File: src/rtl/mwadd_pkg.sv
// Shared definitions for the multi-word add sequencer: FSM state codes and
// the beat-counter width helper.
package mwadd_pkg;

    localparam logic ST_IDLE = 1'b0;
    localparam logic ST_BUSY = 1'b1;

    // Beat counter width: max(1, clog2(words)).
    function automatic int unsigned cnt_w(input int unsigned words);
        int unsigned w;
        w = $clog2(words);
        return (w < 1) ? 1 : w;
    endfunction

endpackage

File: src/rtl/koggie_stone_adder.sv
// Purely combinational Kogge-Stone parallel-prefix adder.
// Ports:
//   a, b   : WIDTH-bit addends
//   c_in   : carry input
//   sum    : WIDTH-bit sum
//   c_out  : carry out of the top bit
module koggie_stone_adder #(
    parameter int unsigned WIDTH = 8
) (
    input  logic [WIDTH-1:0] a,
    input  logic [WIDTH-1:0] b,
    input  logic             c_in,
    output logic [WIDTH-1:0] sum,
    output logic             c_out
);

    localparam int unsigned LV = $clog2(WIDTH);

    logic [WIDTH-1:0] hp;
    logic [WIDTH-1:0] g;
    logic [WIDTH-1:0] p;
    logic [WIDTH:0]   carry;

    // Prefix tree: after level l, g[i] is the group generate of bits [i:0]
    // (c_in folded into bit 0). Low bits of p are never consumed again, so
    // the shifted-in zeros there are harmless.
    always_comb begin
        hp = a ^ b;
        g  = a & b;
        p  = hp;
        g[0] = g[0] | (hp[0] & c_in);
        for (int unsigned l = 0; l < LV; l++) begin
            g = g | (p & (g << (32'd1 << l)));
            p = p & (p << (32'd1 << l));
        end
        carry = {g, c_in};
        sum   = hp ^ carry[WIDTH-1:0];
        c_out = carry[WIDTH];
    end

endmodule

File: src/rtl/multiword_add_sequencer.sv
// Adds two WORDS*WIDTH-bit operands streamed as WORDS beats of WIDTH bits,
// least significant beat first, with the chunk carry fed back between beats.
// Optional feature macro: MWADD_SUB_EN (adds in_sub; subtract A - B).
// Ports:
//   clk, rst            : clock, asynchronous active-high reset
//   in_valid/in_ready   : input beat handshake
//   in_a, in_b          : operand chunks
//   in_sub              : subtract select, sampled on first beat (MWADD_SUB_EN only)
//   out_valid/out_ready : result beat handshake
//   out_sum             : sum chunk
//   out_last            : final beat of an operation
//   out_carry           : carry of the whole operation (final beat only)
module multiword_add_sequencer
    import mwadd_pkg::*;
#(
    parameter int unsigned WIDTH = 8,
    parameter int unsigned WORDS = 4
) (
    input  logic             clk,
    input  logic             rst,
    input  logic             in_valid,
    output logic             in_ready,
    input  logic [WIDTH-1:0] in_a,
    input  logic [WIDTH-1:0] in_b,
`ifdef MWADD_SUB_EN
    input  logic             in_sub,
`endif
    output logic             out_valid,
    input  logic             out_ready,
    output logic [WIDTH-1:0] out_sum,
    output logic             out_last,
    output logic             out_carry
);

    localparam int unsigned     CW       = cnt_w(WORDS);
    localparam logic [CW-1:0]   CNT_LAST = CW'(WORDS - 1);

    logic             state_q;
    logic             state_d;
    logic [CW-1:0]    cnt_q;
    logic             cy_q;
    logic             accept;
    logic             first_beat;
    logic             last_beat;
    logic             c_in;
    logic [WIDTH-1:0] b_op;
    logic [WIDTH-1:0] sum;
    logic             c_out;
`ifdef MWADD_SUB_EN
    logic             sub_q;
    logic             sub_eff;
`endif

    assign first_beat = (cnt_q == '0);
    assign last_beat  = (cnt_q == CNT_LAST);

    koggie_stone_adder #(.WIDTH(WIDTH)) u_add (
        .a     (in_a),
        .b     (b_op),
        .c_in  (c_in),
        .sum   (sum),
        .c_out (c_out)
    );

    // State register.
    always_ff @(posedge clk or posedge rst) begin
        if (rst) state_q <= ST_IDLE;
        else     state_q <= state_d;
    end

    // Next state: any accepted final beat closes the operation.
    always_comb begin
        state_d = state_q;
        if (accept) state_d = last_beat ? ST_IDLE : ST_BUSY;
    end

    // Handshake and adder operand selection.
    always_comb begin
        in_ready = !out_valid || out_ready;
        accept   = in_valid && in_ready;
`ifdef MWADD_SUB_EN
        sub_eff  = first_beat ? in_sub : sub_q;
        b_op     = sub_eff ? ~in_b : in_b;
        c_in     = first_beat ? sub_eff : cy_q;
`else
        b_op     = in_b;
        c_in     = first_beat ? 1'b0 : cy_q;
`endif
    end

    // Beat counter, inter-beat carry and output stage.
    always_ff @(posedge clk or posedge rst) begin
        if (rst) begin
            cnt_q     <= '0;
            cy_q      <= 1'b0;
            out_valid <= 1'b0;
            out_sum   <= '0;
            out_last  <= 1'b0;
            out_carry <= 1'b0;
        end else if (accept) begin
            out_sum   <= sum;
            out_valid <= 1'b1;
            out_last  <= last_beat;
            if (last_beat) begin
                out_carry <= c_out;
                cy_q      <= 1'b0;
                cnt_q     <= '0;
            end else begin
                out_carry <= 1'b0;
                cy_q      <= c_out;
                cnt_q     <= cnt_q + CW'(1);
            end
        end else if (out_valid && out_ready) begin
            out_valid <= 1'b0;
        end
    end

`ifdef MWADD_SUB_EN
    // Operation mode is captured on the first beat and held to the end.
    always_ff @(posedge clk or posedge rst) begin
        if (rst)                      sub_q <= 1'b0;
        else if (accept && first_beat) sub_q <= in_sub;
    end
`endif

endmodule

File: config.mk
export PLATFORM = sky130hd
export DESIGN_NAME = multiword_add_sequencer
export DESIGN_NICKNAME = d
export VERILOG_FILES = /design/src/rtl/mwadd_pkg.sv /design/src/rtl/koggie_stone_adder.sv /design/src/rtl/multiword_add_sequencer.sv
export SDC_FILE = /design/constraint.sdc
export NUM_CORES = 1
export LEC_CHECK = 0
export ABC_AREA = 1
export CAP_MARGIN = 40
export CORE_MARGIN = 3
export CORE_UTILIZATION = 45
export CTS_BUF_LIST = sky130_fd_sc_hd__clkbuf_16
export DETAILED_ROUTE_END_ITERATION = 7
export PLACE_DENSITY = 0.78
export REMOVE_ABC_BUFFERS = 1
export SYNTH_ARGS = -nofsm -noshare
export SYNTH_HDL_FRONTEND = slang
export SYNTH_HIERARCHICAL = 1
export SYNTH_SLANG_ARGS = --single-unit
File: constraint.sdc
create_clock -name clk -period 6.06 [get_ports clk]
set_input_delay 1.212 -clock clk [delete_from_list [all_inputs] [get_ports clk]]
set_output_delay 1.212 -clock clk [all_outputs]
set_load 0.1 [all_outputs]
# ---- Word level (Yosys, flattened, before mapping)
# Cells that the tools add are included.
dict set report op_classes {
  add_sub_neg 1
  n_eq_ne 1
  muxes 6
  bitwise 13
  reduce_logical 6
}
# op n
set ops {}
lappend ops {{bitwise AND 8 bit} 6}
lappend ops {{OR 8 bit} 3}
lappend ops {{bitwise XOR 8 bit} 2}
lappend ops {{2-to-1 mux 1 bit} 5}
lappend ops {{adder 2 x 1 -> 2 bit, second input constant} 1}
lappend ops {{== test 2 bit, second input constant} 1}
lappend ops {{logical AND 1 bit} 2}
lappend ops {{zero test 2 bit} 1}
lappend ops {{2-to-1 mux 2 bit} 1}
lappend ops {{nonzero test 2 bit} 1}
lappend ops {{bitwise AND 1 bit} 1}
lappend ops {{zero test 1 bit} 1}
lappend ops {{logical OR 1 bit} 1}
lappend ops {{OR 1 bit} 1}
dict set report totals {
  regBits 14
  inputBits 20
  wordCells 33
}

# ---- Longest topological paths before layout
dict set report logic_depth {
  word_depth 11
  depth_mapped 15
  depth_no_buf 15
}

# ---- Modules after synthesis
# Netlist, hierarchy kept.
# module n_inst cells_each area_per_inst_um2
set modules_own_cells {}
lappend modules_own_cells {multiword_add_sequencer 1 73 649.4}
lappend modules_own_cells {koggie_stone_adder 1 59 357.8}

# ---- Worst setup path before layout
# Ideal clock, no wire load.
dict set report synth_path {
  kind {input to output}
  from {input port out_ready}
  to {output port in_ready}
  t_arrival_ns 1.642
  path_slack_ns 3.206
  path_stages 3
  n_path_buf 1
  cell_sequence {inv_1 nand2_2 buf_6}
}
dict set report synth_via {
  elab_chain_cells 1
}
# item line_no
set synth_rtl {}
lappend synth_rtl {{start: declaration} multiword_add_sequencer.sv:29} ;# input logic out_ready,
lappend synth_rtl {{logical OR 1 bit} multiword_add_sequencer.sv:79} ;# in_ready = !out_valid || out_ready;
lappend synth_rtl {{end: declaration} multiword_add_sequencer.sv:22} ;# output logic in_ready,
# Every way passes these cells.

# ---- Worst setup path in the final report
# Same ends and word-level chain as after synthesis.

==> run metrics <==
Iteration-0 DRC Markers 10; Tightest Hold Check Type reg2reg; Critical Path, Cell by Cell clkdlybuf4s50_1 -> inv_1 -> nand2_2 -> clkdlybuf4s50_1 -> buf_8; Worst Tran Pin Value around 0.61 ns; n_diodes 0; H-Tree Depth 1; largest net degree at the start of global routing 17; Worst Setup End Kind primary output; fin. max-slew vios 0; first-pass GRT wire length between 3000 and 4000 µm; P&R area growth vs syn 56.15%; Most common cell on crit path clkdlybuf4s50_1; total clock sinks 14; CTS Buf Count 3; fin nets about 210; commonest non-fill, non-tap cells in the layout 52 x nand2_1, 31 x clkdlybuf4s50_1, 17 x nand3_1, 14 x inv_1, 14 x dfrtp_1; clock skew 0.001515 ns; Worst Path Class, Setup in2out; Crit path max-delay family buffers and inverters; # rows 16; cell area after synthesis a little over 0.001 mm²; share of post-route cells with drive strength above 1 0.1200; FILL cells 150; Starting Density 0.4933; clock latency on the worst-skew pair ~0.24 ns; post-placement cell count about 200; postcts setup bufs 0; Ports 32; Reg clk slew, reported paths around 0.04 ns; Yosys reg bits 14; Final Cycle Share 0.6586; peak supply drop ~210 µV; Initial DRT Pass Iterations 4; CTS Hold Bufs 0; Port Buffers 31; Max Root-Sink Buffers 2; Core ar. between 0.002 and 0.0025 mm²; Worst path slowest cell clkdlybuf4s50_1; vias per inst 4.901; buffers and inverters on the worst path 4; Worst Setup Start Kind primary input; Critical Path RT between 4 and 5 ns; WL final around 2400 µm; Pleak between 0.8 and 0.9 nW; max-cap viol count 0; Final Hold Violating Endpoints 0; syn_area_per_cell 7.630 µm²; unrepaired setup endpoints after global routing no; Die Area ~0.0028 mm²; Netlist cell types 18; final std cells w/o fill just over 200; Routability Congestion slightly below 0.8; P per Cell Area 377.7 mW/mm²; via count 990; Slew HR 0.5949; remaining global-route overflow 0; crit path DAT roughly 2.8 ns; peak per-stage delay on the critical path between 0.5 and 0.6 ns; via count of the first global-routing pass 882; die span in y around 53 µm; crit-path max FO 16; Routed WL per cell between 10 and 15 µm; Yosys Warn Count 6; final setup violating endpoints 0; post-DP HPWL around 1800 µm; hold_ws 0.4686 ns; commonest non-fill, non-tap cell in the layout nand2_1; post-route ant nets 0; status completed; synthesized instance count approximately 130; sequential area share after synthesis 0.3478; die width 53.31 µm; GRT Total Usage 0.1926; fin crit period between 3 and 4 ns; Post-CTS Resized 0; TNS Setup 0 ns; Max Freq approximately 250 MHz; initial antenna violation count 0; fin worst setup slack around 2.1 ns; Place WS 2.084 ns; Root Driver clkbuf_16; CTS tree done; DRC violations left 0
-- area by class of cell --
cell class | instances | area [µm²] | share of cell area
multi-input combinational | 100 | 566.8 | 0.3604
tap | 27 | 33.78 | 0.02148
inverter | 15 | 56.30 | 0.03580
clock buffer | 3 | 75.07 | 0.04773
sequential | 14 | 350.3 | 0.2228
timing repair buffer | 43 | 490.5 | 0.3119
-- worst register-to-register path: stages, from the launching register on --
cell	delay [ns]
dfrtp_1	0.42
inv_1	0.09
ha_1	0.16
nor2_1	0.06
fa_1	0.41
fa_1	0.42
nand2_1	0.08
nand2_1	0.07
nand3b_1	0.11
nand2_1	0.08
nand2_1	0.06
nand2_1	0.08
nand2_1	0.08
inv_1	0.04
nand3_1	0.06
nand2_1	0.07
-- stage by stage --
stage	power (W)	area [µm²]	utilization
global placement	0.0004032	1318	0.6452
floorplan	0.0003389	973.4	-
detailed placement	0.0004700	1498	0.7335
global route	0.0006218	1573	0.7702
finish	0.0005940	1573	0.7702
CTS	0.0005983	1573	0.7702
-- worst paths after layout --
kind	start	end	slack (ns)	cells past startpoint
setup / recovery	out_ready	in_ready	2.07	5
hold / removal	out_sum[1]$_DFFE_PP0P_	out_sum[1]$_DFFE_PP0P_	0.47	2
setup reg to reg	cnt_q[0]$_DFFE_PP0P_	out_carry$_DFFE_PP0P_	3.65	15
hold reg to reg	out_sum[1]$_DFFE_PP0P_	out_sum[1]$_DFFE_PP0P_	0.47	2
max in group asynchronous	rst	cy_q$_DFFE_PP0P_	4.37	2
min in group asynchronous	rst	out_carry$_DFFE_PP0P_	1.33	2
-- flip-flops by register name, summed over array words and instances, names as in the netlist --
register   flops
out_sum        8
cnt_q          2
cy_q           1
out_carry      1
out_last       1
out_valid      1
-- cell families (layout without fill, tap and decap cells) --
group	after synthesis	after routing	synth area share
xor gates and xnor gates	3	3	0.02609
AOI/OAI and AO/OA	3	3	0.01864
buffers and inverters	18	61	0.08943
adders and majority gates	12	12	0.1640
DFF	14	14	0.3478
and+or+nand+nor	82	82	0.3540
-- synthesized netlist by cell type, drive strengths merged --
| master | n | area [µm²] |
|---|---|---|
| fa | 2 | 40.04 |
| nand3b | 2 | 15.01 |
| nand2 | 55 | 219.0 |
| or2 | 2 | 15.02 |
| inv | 15 | 56.30 |
| ha | 10 | 125.1 |
| buf | 3 | 33.78 |
| nor2 | 6 | 22.52 |
| xnor2 | 2 | 17.52 |
| xor2 | 1 | 8.760 |
| a21oi | 3 | 18.77 |
| nand3 | 17 | 85.08 |
| dfrtp | 14 | 350.3 |
-- where the power goes --
part	internal, W	leakage (nW)	total, W	switching [W]
Combinational	0.000124	0.619	0.000334	0.000210
Clock	0.0000862	0.0370	0.000123	0.0000366
Sequential	0.000119	0.175	0.000137	0.0000186
Total	0.000329	0.831	0.000594	0.000265
-- routing by layer --
layer  wire (µm)  vias to the layer above  share of wire  global-route usage
li1            -                      498              -                   -
met1        1032                      455           0.42              0.2222
met2        1225                       32           0.50              0.3327
met3         132                        5          0.054             0.03380
met4          51                        0          0.021              0.1021
met5           0                        -              0                   0
Note: power is estimated with default switching activity, not from simulation.
